## src/rtl/phy_tx_serdes_n_if.sv

```systemverilog
// Lane-side bundle of the parallel-to-serial PHY transmitter.
// The master drives lane words and idle requests, and the slave returns the serial line and framing status.
interface phy_tx_serdes_n_if #(
    parameter int N_LANES = 4,
    parameter int W       = 8
);
    logic                         idle_req;
    logic [N_LANES-1:0]           valid_in;
    logic [N_LANES*W-1:0]         data_in;
    logic                         frame_strobe;
    logic [$clog2(N_LANES)-1:0]   slot_idx;
    logic                         tx_active;
    logic                         serial_out;

    modport master (
        output idle_req, valid_in, data_in,
        input  frame_strobe, slot_idx, tx_active, serial_out
    );

    modport slave (
        input  idle_req, valid_in, data_in,
        output frame_strobe, slot_idx, tx_active, serial_out
    );
endinterface

```

## src/rtl/phy_tx_serdes_n.sv

```systemverilog
// Round-robin serialiser of N_LANES W-bit lanes onto one bit line, with a COM sync preamble after reset.
// Lane i of a sampled frame appears i*W+1 cycles after the strobe edge. There is no backpressure: the inputs are sampled only at frame_strobe.
module phy_tx_serdes_n #(
    parameter int           N_LANES     = 4,
    parameter int           W           = 8,
    parameter logic [W-1:0] COM_SYM     = 'hBC,
    parameter logic [W-1:0] IDLE_SYM    = 'h7C,
    parameter int           SYNC_FRAMES = 2,
    parameter bit           MSB_FIRST   = 1'b1
) (
    input  logic               clk_fast,
    input  logic               rst,
    phy_tx_serdes_n_if.slave   tx
);
    localparam int SW = $clog2(N_LANES);
    localparam int BW = $clog2(W);
    localparam int CW = $clog2(SYNC_FRAMES + 1);

    localparam logic [BW-1:0] BIT_LAST  = BW'(W - 1);
    localparam logic [SW-1:0] SLOT_LAST = SW'(N_LANES - 1);
    localparam logic [CW-1:0] SYNC_LAST = CW'(SYNC_FRAMES);

    typedef enum logic {ST_SYNC = 1'b0, ST_RUN = 1'b1} state_t;

    state_t             state;
    state_t             state_nxt;
    logic [BW-1:0]      bit_cnt;
    logic [SW-1:0]      slot;
    logic [SW-1:0]      slot_nxt;
    logic [CW-1:0]      sync_cnt;
    logic [W-1:0]       shreg;
    logic [W-1:0]       cap_dat [N_LANES];
    logic [N_LANES-1:0] cap_vld;

    logic               word_end;
    logic               strobe;
    logic               run_sel;
    logic               lane_vld;
    logic [W-1:0]       lane_dat;
    logic [W-1:0]       word_nxt;

    assign word_end = (bit_cnt == BIT_LAST);
    assign strobe   = rst & word_end & (slot == SLOT_LAST);
    assign slot_nxt = slot + 1'b1;

    always_ff @(posedge clk_fast) begin
        if (!rst) state <= ST_SYNC;
        else      state <= state_nxt;
    end

    // run_sel lets the RUN-entry edge already load lane data for slot 0.
    always_comb begin
        state_nxt = state;
        run_sel   = (state == ST_RUN);
        if (state == ST_SYNC && strobe && sync_cnt == SYNC_LAST) begin
            state_nxt = ST_RUN;
            run_sel   = 1'b1;
        end
    end

    // Slot 0 bypasses the capture registers so frames run back to back.
    always_comb begin
        lane_dat = cap_dat[slot_nxt];
        lane_vld = cap_vld[slot_nxt];
        if (strobe) begin
            lane_dat = tx.data_in[W-1:0];
            lane_vld = tx.valid_in[0];
        end
        if (!run_sel)                     word_nxt = COM_SYM;
        else if (tx.idle_req || !lane_vld) word_nxt = IDLE_SYM;
        else                              word_nxt = lane_dat;
    end

    always_ff @(posedge clk_fast) begin
        if (!rst) begin
            bit_cnt  <= BIT_LAST;
            slot     <= SLOT_LAST;
            sync_cnt <= '0;
            shreg    <= '0;
            cap_vld  <= '0;
            for (int i = 0; i < N_LANES; i++) cap_dat[i] <= '0;
        end else begin
            bit_cnt <= word_end ? '0 : bit_cnt + 1'b1;
            if (word_end) begin
                slot  <= slot_nxt;
                shreg <= word_nxt;
            end else if (MSB_FIRST) begin
                shreg <= {shreg[W-2:0], 1'b0};
            end else begin
                shreg <= {1'b0, shreg[W-1:1]};
            end
            if (strobe) begin
                if (state == ST_SYNC && sync_cnt != SYNC_LAST) sync_cnt <= sync_cnt + 1'b1;
                for (int i = 1; i < N_LANES; i++) begin
                    cap_dat[i] <= tx.data_in[i*W +: W];
                    cap_vld[i] <= tx.valid_in[i];
                end
            end
        end
    end

    assign tx.serial_out   = MSB_FIRST ? shreg[W-1] : shreg[0];
    assign tx.frame_strobe = strobe;
    assign tx.slot_idx     = slot;
    assign tx.tx_active    = (state == ST_RUN);
endmodule

```

## src/flat_wrapper.sv

```systemverilog
// flat-port wrapper written by rule: the top's interface ports become plain ports
module phy_tx_serdes_n_flat 
#(
    parameter int           N_LANES     = 4,
    parameter int           W           = 8,
    parameter logic [W-1:0] COM_SYM     = 'hBC,
    parameter logic [W-1:0] IDLE_SYM    = 'h7C,
    parameter int           SYNC_FRAMES = 2,
    parameter bit           MSB_FIRST   = 1'b1
)
  (clk_fast, rst, tx_idle_req, tx_valid_in, tx_data_in, tx_frame_strobe, tx_slot_idx, tx_tx_active, tx_serial_out);
  phy_tx_serdes_n_if #(.N_LANES(N_LANES), .W(W)) tx_i ();
  input  logic clk_fast;
  input  logic rst;
  input wire logic [$bits(tx_i.idle_req)-1:0] tx_idle_req;
  input wire logic [$bits(tx_i.valid_in)-1:0] tx_valid_in;
  input wire logic [$bits(tx_i.data_in)-1:0] tx_data_in;
  output wire logic [$bits(tx_i.frame_strobe)-1:0] tx_frame_strobe;
  output wire logic [$bits(tx_i.slot_idx)-1:0] tx_slot_idx;
  output wire logic [$bits(tx_i.tx_active)-1:0] tx_tx_active;
  output wire logic [$bits(tx_i.serial_out)-1:0] tx_serial_out;
  assign tx_i.idle_req = tx_idle_req;
  assign tx_i.valid_in = tx_valid_in;
  assign tx_i.data_in = tx_data_in;
  assign tx_frame_strobe = tx_i.frame_strobe;
  assign tx_slot_idx = tx_i.slot_idx;
  assign tx_tx_active = tx_i.tx_active;
  assign tx_serial_out = tx_i.serial_out;
  phy_tx_serdes_n #(.N_LANES(N_LANES), .W(W), .COM_SYM(COM_SYM), .IDLE_SYM(IDLE_SYM), .SYNC_FRAMES(SYNC_FRAMES), .MSB_FIRST(MSB_FIRST)) u_core (.clk_fast(clk_fast), .rst(rst), .tx(tx_i));
endmodule
```

## config.mk

```make
export PLATFORM = sky130hd
export DESIGN_NAME = phy_tx_serdes_n_flat
export DESIGN_NICKNAME = d
export VERILOG_FILES = /design/src/rtl/phy_tx_serdes_n_if.sv /design/src/rtl/phy_tx_serdes_n.sv /design/src/flat_wrapper.sv
export SDC_FILE = /design/constraint.sdc
export NUM_CORES = 1
export LEC_CHECK = 0
export BUFFER_PORTS_ARGS = -buffer_cell sky130_fd_sc_hd__buf_4
export CORE_ASPECT_RATIO = 1.25
export CORE_MARGIN = 3
export CORE_UTILIZATION = 57
export DETAILED_ROUTE_END_ITERATION = 8
export MAX_ROUTING_LAYER = met4
export PLACE_DENSITY_LB_ADDON = 0.12
export SYNTH_ARGS = -nofsm -noshare
export SYNTH_HDL_FRONTEND = slang
export SYNTH_SLANG_ARGS = --single-unit
```

## constraint.sdc

```tcl
create_clock -name clk_fast -period 3 [get_ports clk_fast]
set_input_delay 0.3 -clock clk_fast [delete_from_list [all_inputs] [get_ports clk_fast]]
set_output_delay 0.3 -clock clk_fast [all_outputs]
set_load 0.02 [all_outputs]
```

# [Yosys cells after proc, flatten, opt, wreduce, memory -nomap -nowiden]
# Memories as Yosys holds them, arrays and structs flattened.
# Cells that the tools add are included.
[classes] reduce_logical=7 n_lt_le_gt_ge=1 n_eq_ne=4 n_bitwise=9 addsub=3 mux=16
[ops] op="$mux W8" count=7
[ops] op="$mux W1" count=7
[ops] op="$add A2 B1 Y2 const B" count=2
[ops] op="$eq A2 B2 Y1 const B" count=2
[ops] op="$not A1 Y1" count=4
[ops] op="$reduce_or A4 Y1" count=1
[ops] op="$add A3 B1 Y3 const B" count=1
[ops] op="$eq A3 B3 Y1 const B" count=1
[ops] op="$logic_and A1 B1 Y1" count=3
[ops] op="$lt A2 B3 Y1 const B" count=1
[ops] op="$mux W3" count=1
[ops] op="$or A1 B1 Y1" count=3
[ops] op="$and A1 B1 Y1" count=2
[ops] op="$bmux W1 S2" count=1
[ops] op="$ne A2 B2 Y1 const B" count=1
[ops] op="$reduce_and A2 Y1" count=1
[ops] op="$logic_not A1 Y1" count=1
[ops] op="$logic_or A1 B1 Y1" count=1
[totals] output_inout_bits=5 input_bits=39 regBits=19 n_memories=1 mem_bits_rw=32 wordCells=48
[memory_table] memory="u_core.cap_dat" words=4 word_bits=8 rd=1 rd_clocked_by_memory_dff=0 wr=4 line="phy_tx_serdes_n.sv:32" rtl="logic [W-1:0] cap_dat [N_LANES];"

# [Longest topological paths before layout]
[depth] word_depth=9 depth_mapped=8

# [Worst setup path before layout]
# Ideal clock, no wire load.
[synth_timing] path_kind="reg-to-reg" start="register u_core.slot[0] (netlist: u_core.tx.slot_idx[0])" end="register u_core.shreg[0]" path_stages_with_launch=6 setup_slack_ns=1.074 required_ns=2.939 path_buffers=0 arrival_time_ns=1.866 path_cell_list="dfxtp_1 -> ha_1 -> nor2_2 -> a22oi_2 -> a2111oi_4 -> o2111a_1"
[synth_via] elab_chain_cells=7 elab_cells_between_ends=15
[synth_rtl] element="start: declaration" line="phy_tx_serdes_n.sv:28" rtl="logic [SW-1:0] slot;"
[synth_rtl] element="start signal: assignment" line="phy_tx_serdes_n.sv:85" rtl="slot <= slot_nxt;"
[synth_rtl] element="$add A2 B1 Y2 *" line="phy_tx_serdes_n.sv:44" rtl="assign slot_nxt = slot + 1'b1;"
[synth_rtl] element="net u_core.slot_nxt[1]" line="phy_tx_serdes_n.sv:29" rtl="logic [SW-1:0] slot_nxt;"
[synth_rtl] element="$bmux W1 S2" line="phy_tx_serdes_n.sv:64" rtl="lane_vld = cap_vld[slot_nxt];"
[synth_rtl] element="$mux W1 (implied by the code)" line="phy_tx_serdes_n.sv:64"
[synth_rtl] element="$mux W1" line="phy_tx_serdes_n.sv:65" rtl="if (strobe) begin"
[synth_rtl] element="$logic_not A1 Y1" line="phy_tx_serdes_n.sv:70" rtl="else if (tx.idle_req || !lane_vld) word_nxt = IDLE_SYM;"
[synth_rtl] element="$logic_or A1 B1 Y1" line="phy_tx_serdes_n.sv:70"
[synth_rtl] element="$reduce_or A4 Y1 (no source line)"
[synth_rtl] element="end signal: assignment" line="phy_tx_serdes_n.sv:86" rtl="shreg <= word_nxt;"
[synth_rtl] element="end signal: assignment" line="phy_tx_serdes_n.sv:88" rtl="shreg <= {shreg[W-2:0], 1'b0};"
[synth_rtl] element="end signal: assignment" line="phy_tx_serdes_n.sv:90" rtl="shreg <= {1'b0, shreg[W-1:1]};"
[synth_rtl] element="end: declaration" line="phy_tx_serdes_n.sv:31" rtl="logic [W-1:0] shreg;"
# The timed path passes the listed nets; every way through them passes the cells marked *. The select of a mux whose other input is x is not followed.
# A chain may end at the register's enable or synchronous reset.

# [Final worst setup path]
[layout_timing] start="register u_core.bit_cnt[0]" end="output tx_frame_strobe"
[layout_via] elab_chain_cells=3
[layout_rtl] element="start: declaration" line="phy_tx_serdes_n.sv:27" rtl="logic [BW-1:0] bit_cnt;"
[layout_rtl] element="start signal: assignment" line="phy_tx_serdes_n.sv:83" rtl="bit_cnt <= word_end ? '0 : bit_cnt + 1'b1;"
[layout_rtl] element="$eq A3 B3 Y1" line="phy_tx_serdes_n.sv:42" rtl="assign word_end = (bit_cnt == BIT_LAST);"
[layout_rtl] element="$and A1 B1 Y1 (2 in series)" line="phy_tx_serdes_n.sv:43" rtl="assign strobe = rst & word_end & (slot == SLOT_LAST);"
[layout_rtl] element="end: declaration" line="flat_wrapper.sv:18" rtl="output wire logic [$bits(tx_i.frame_strobe)-1:0] tx_frame_strobe;"
# No other way between the ends.

==> metrics.txt <==
run status=finished, final reports clean; max-slew violations=0; CP bufs+invs=2; Hold Crit Class=primary input to flip-flop; worst hold path depth=3; Seq pwr share=0.504; CTS root buf=clkbuf_4; CP endpoint=tx_frame_strobe; CTS sink count=43; first drt pass iteration count=6; CP Launch Type=flip-flop; cell depth of the worst flop-to-flop path=6; PwrDens=roughly 700 nW/µm²; # DRC=0; Reg2Reg Capture Point=u_core.shreg[7]; crit-path max FO=32; skew final=0.00625 ns; commonest non-fill, non-tap cell in the layout=buf_4; Slew HR=0.610; Max-cap violations=0; synthesized area=about 1900 µm²; initial antenna violation count=0; DPL Wire Length=~2800 µm; H-tree depth=2; largest net degree at the start of global routing=33; FP Rows=22; Seq/Total Area, Yosys=0.579; slowest stage delay, CP=approximately 0.44 ns; crit path kind=flip-flop to output pin; Final ANT Viol Nets=0; CP required=~2.7 ns; leakage=roughly 0.97 nW; layout cells sized above 1=0.271; fmax=a little under 400 MHz; GPL Wtd Cong=0.855; Worst R2R Setup Slack=about 0.66 ns; number of enable flip-flop cells after synthesis=24; Psw=slightly above 0.5 mW; diode count=0; CTS Buf Count=5; worst setup path startpoint=u_core.bit_cnt[0]; DP Area=between 2000 and 2500 µm²; critical path depth in cells=5; fraction of registers with async set/reset=0; Total Routing Usage GR=0.207; flops & latches, synth=43; Core ar.=3060 µm²; vias=1381; Port Buffer Count=43; Final Critical Period=2.59 ns; Comb power frac=0.336; drt wl/cell=16.0 µm; Max VDD drop=482 µV; final-report hold violation count=0; RSZ-0062 raised after global routing=no; syn avg cell area=11.9 µm²; post-CTS sizing=0; grt peak-use layer=met2; Clock power frac=0.160; worst-path cell with the longest stage delay=inv_2; net count after synthesis=just over 200; fin nets=about 250; crit path DAT=approximately 2.3 ns; Worst path top cell family by delay=buffers and inverters; met2 Resource Use GR=0.338; most used cell, CP=ha_1; met3 Use GR=0.0529; DRT iter0 DRCs=64; CTS tree=yes; Die W=between 50 and 60 µm; die area=about 4000 µm²; Syn Inst Count=between 150 and 200; top-level port count=44; vias per cell=about 5.8; clock latency on the worst-skew pair=approximately 0.34 ns; final instance area=between 2000 and 2500 µm²; cells along the critical path=ha_1 > ha_1 > nand3_1 > inv_2 > buf_4; global route total overflow=0; commonest cells after routing, fill and taps aside=buf_4 (45), and2_1 (26), edfxtp_1 (24); # setup viols final=0; vias in the first global route=between 1000 and 1500; Min-Delay Startpoint=tx_valid_in[1]; Clock transition at path regs=0.11 ns; Int Pwr=about 1.1 mW; yosys warns=0; Initial Util=0.622; Distinct cells, synth=37; crit share post-route=0.863; Sw Share=0.324; met1 Track Usage GR=0.236; first-pass GRT wire length=~6200 µm; setup_tns=0 ns; ys flop type=edfxtp_1; Max Root-Sink Buffers=2; Die H=between 70 and 80 µm; WL final=between 3000 and 4000 µm; Worst-Margin Slew=approximately 0.57 ns; hold_buf cts=0; FF-to-FF Start=u_core.bit_cnt[0]; setup bufs post-CTS=0; Crit. End Element=output pin; Area Overhead vs Synth=20.7%
[cells by family after synthesis]
kind of cell / Yosys count / synth area share
simple gates: 48 / 0.140
flops: 43 / 0.579
compound gates: 40 / 0.161
buf+inv: 13 / 0.0270
mux: 10 / 0.0579
fa+ha+maj: 4 / 0.0263
xor+xnor: 2 / 0.00921
[final cells by class]
cell class | count | area (µm²)
tap | 36 | 45.0
clock buffer | 5 | 37.5
inverter | 4 | 15.0
multi-input combinational | 104 | 749
timing repair buffer | 45 | 338
fill | 221 | 761
sequential | 43 | 1100
clock inverter | 2 | 8.76
[per-stage QoR]
stage | hold WS (ns) | util | total power [mW] | setup WS, ns | std cells
global placement | 0.436 | 0.736 | 1.33 | 0.819 | 232
CTS | 0.203 | 0.751 | 1.61 | 0.408 | 239
global route | 0.197 | 0.751 | 1.71 | 0.168 | 239
finish | 0.208 | 0.751 | 1.60 | 0.411 | 239
floorplan | 0.418 | - | 1.19 | 1.07 | 160
detailed placement | 0.459 | 0.736 | 1.36 | 0.682 | 232
[metal layers]
metal / wire (µm) / part of all wire / vias to the layer above
li1: - / - / 667
met1: 1430 / 0.37 / 641
met2: 2040 / 0.54 / 61
met3: 248 / 0.065 / 12
met4: 101 / 0.026 / 0
met5: 0 / 0 / -
[power by group through the flow]
stage               clock (mW)  sequential, mW  combinational (mW)
floorplan                    0           0.827               0.362
global placement             0           0.813               0.519
detailed placement           0           0.822               0.537
CTS                      0.260           0.808               0.541
global route             0.293           0.819               0.596
finish                   0.257           0.807               0.538
[synthesized netlist by cell type, types with 2 or more instances]
library cell / count / area, µm²
a21boi_0: 3 / 22.5
a21oi_1: 7 / 35.0
a221o_1: 6 / 60.1
and2_1: 26 / 163
and3_1: 2 / 12.5
buf_2: 2 / 10.0
clkbuf_1: 7 / 26.3
dfxtp_1: 19 / 380
edfxtp_1: 24 / 721
ha_1: 4 / 50.1
inv_1: 3 / 11.3
mux2_1: 8 / 90.1
mux2i_1: 2 / 20.0
nand2_1: 11 / 41.3
nand2b_1: 2 / 12.5
nor2_1: 2 / 7.51
o21ai_0: 11 / 55.1
xnor2_1: 2 / 17.5
[state kept, by name, indices dropped and copies added, names as in the netlist]
signal and cells:
u_core.shreg 8, u_core.tx.slot_idx 2, u_core.bit_cnt 3, u_core.cap_dat 24
u_core.tx.tx_active 1, u_core.cap_vld 3, u_core.sync_cnt 2
[worst register-to-register path, stage by stage (launching register included)]
cell	delay [ns]
dfxtp_1	0.35
ha_1	0.15
ha_1	0.40
nand3_1	0.38
inv_2	0.45
a2111oi_0	0.17
o31a_1	0.35
[how the worst min path moves through the flow]
stage,to
finish,u_core.cap_vld[1]
global route,u_core.cap_dat[2][5]
CTS,u_core.cap_vld[1]
detailed placement,u_core.bit_cnt[0]
global placement,u_core.bit_cnt[0]
floorplan,u_core.bit_cnt[0]
No activity file was read; power rests on OpenSTA's default activity.
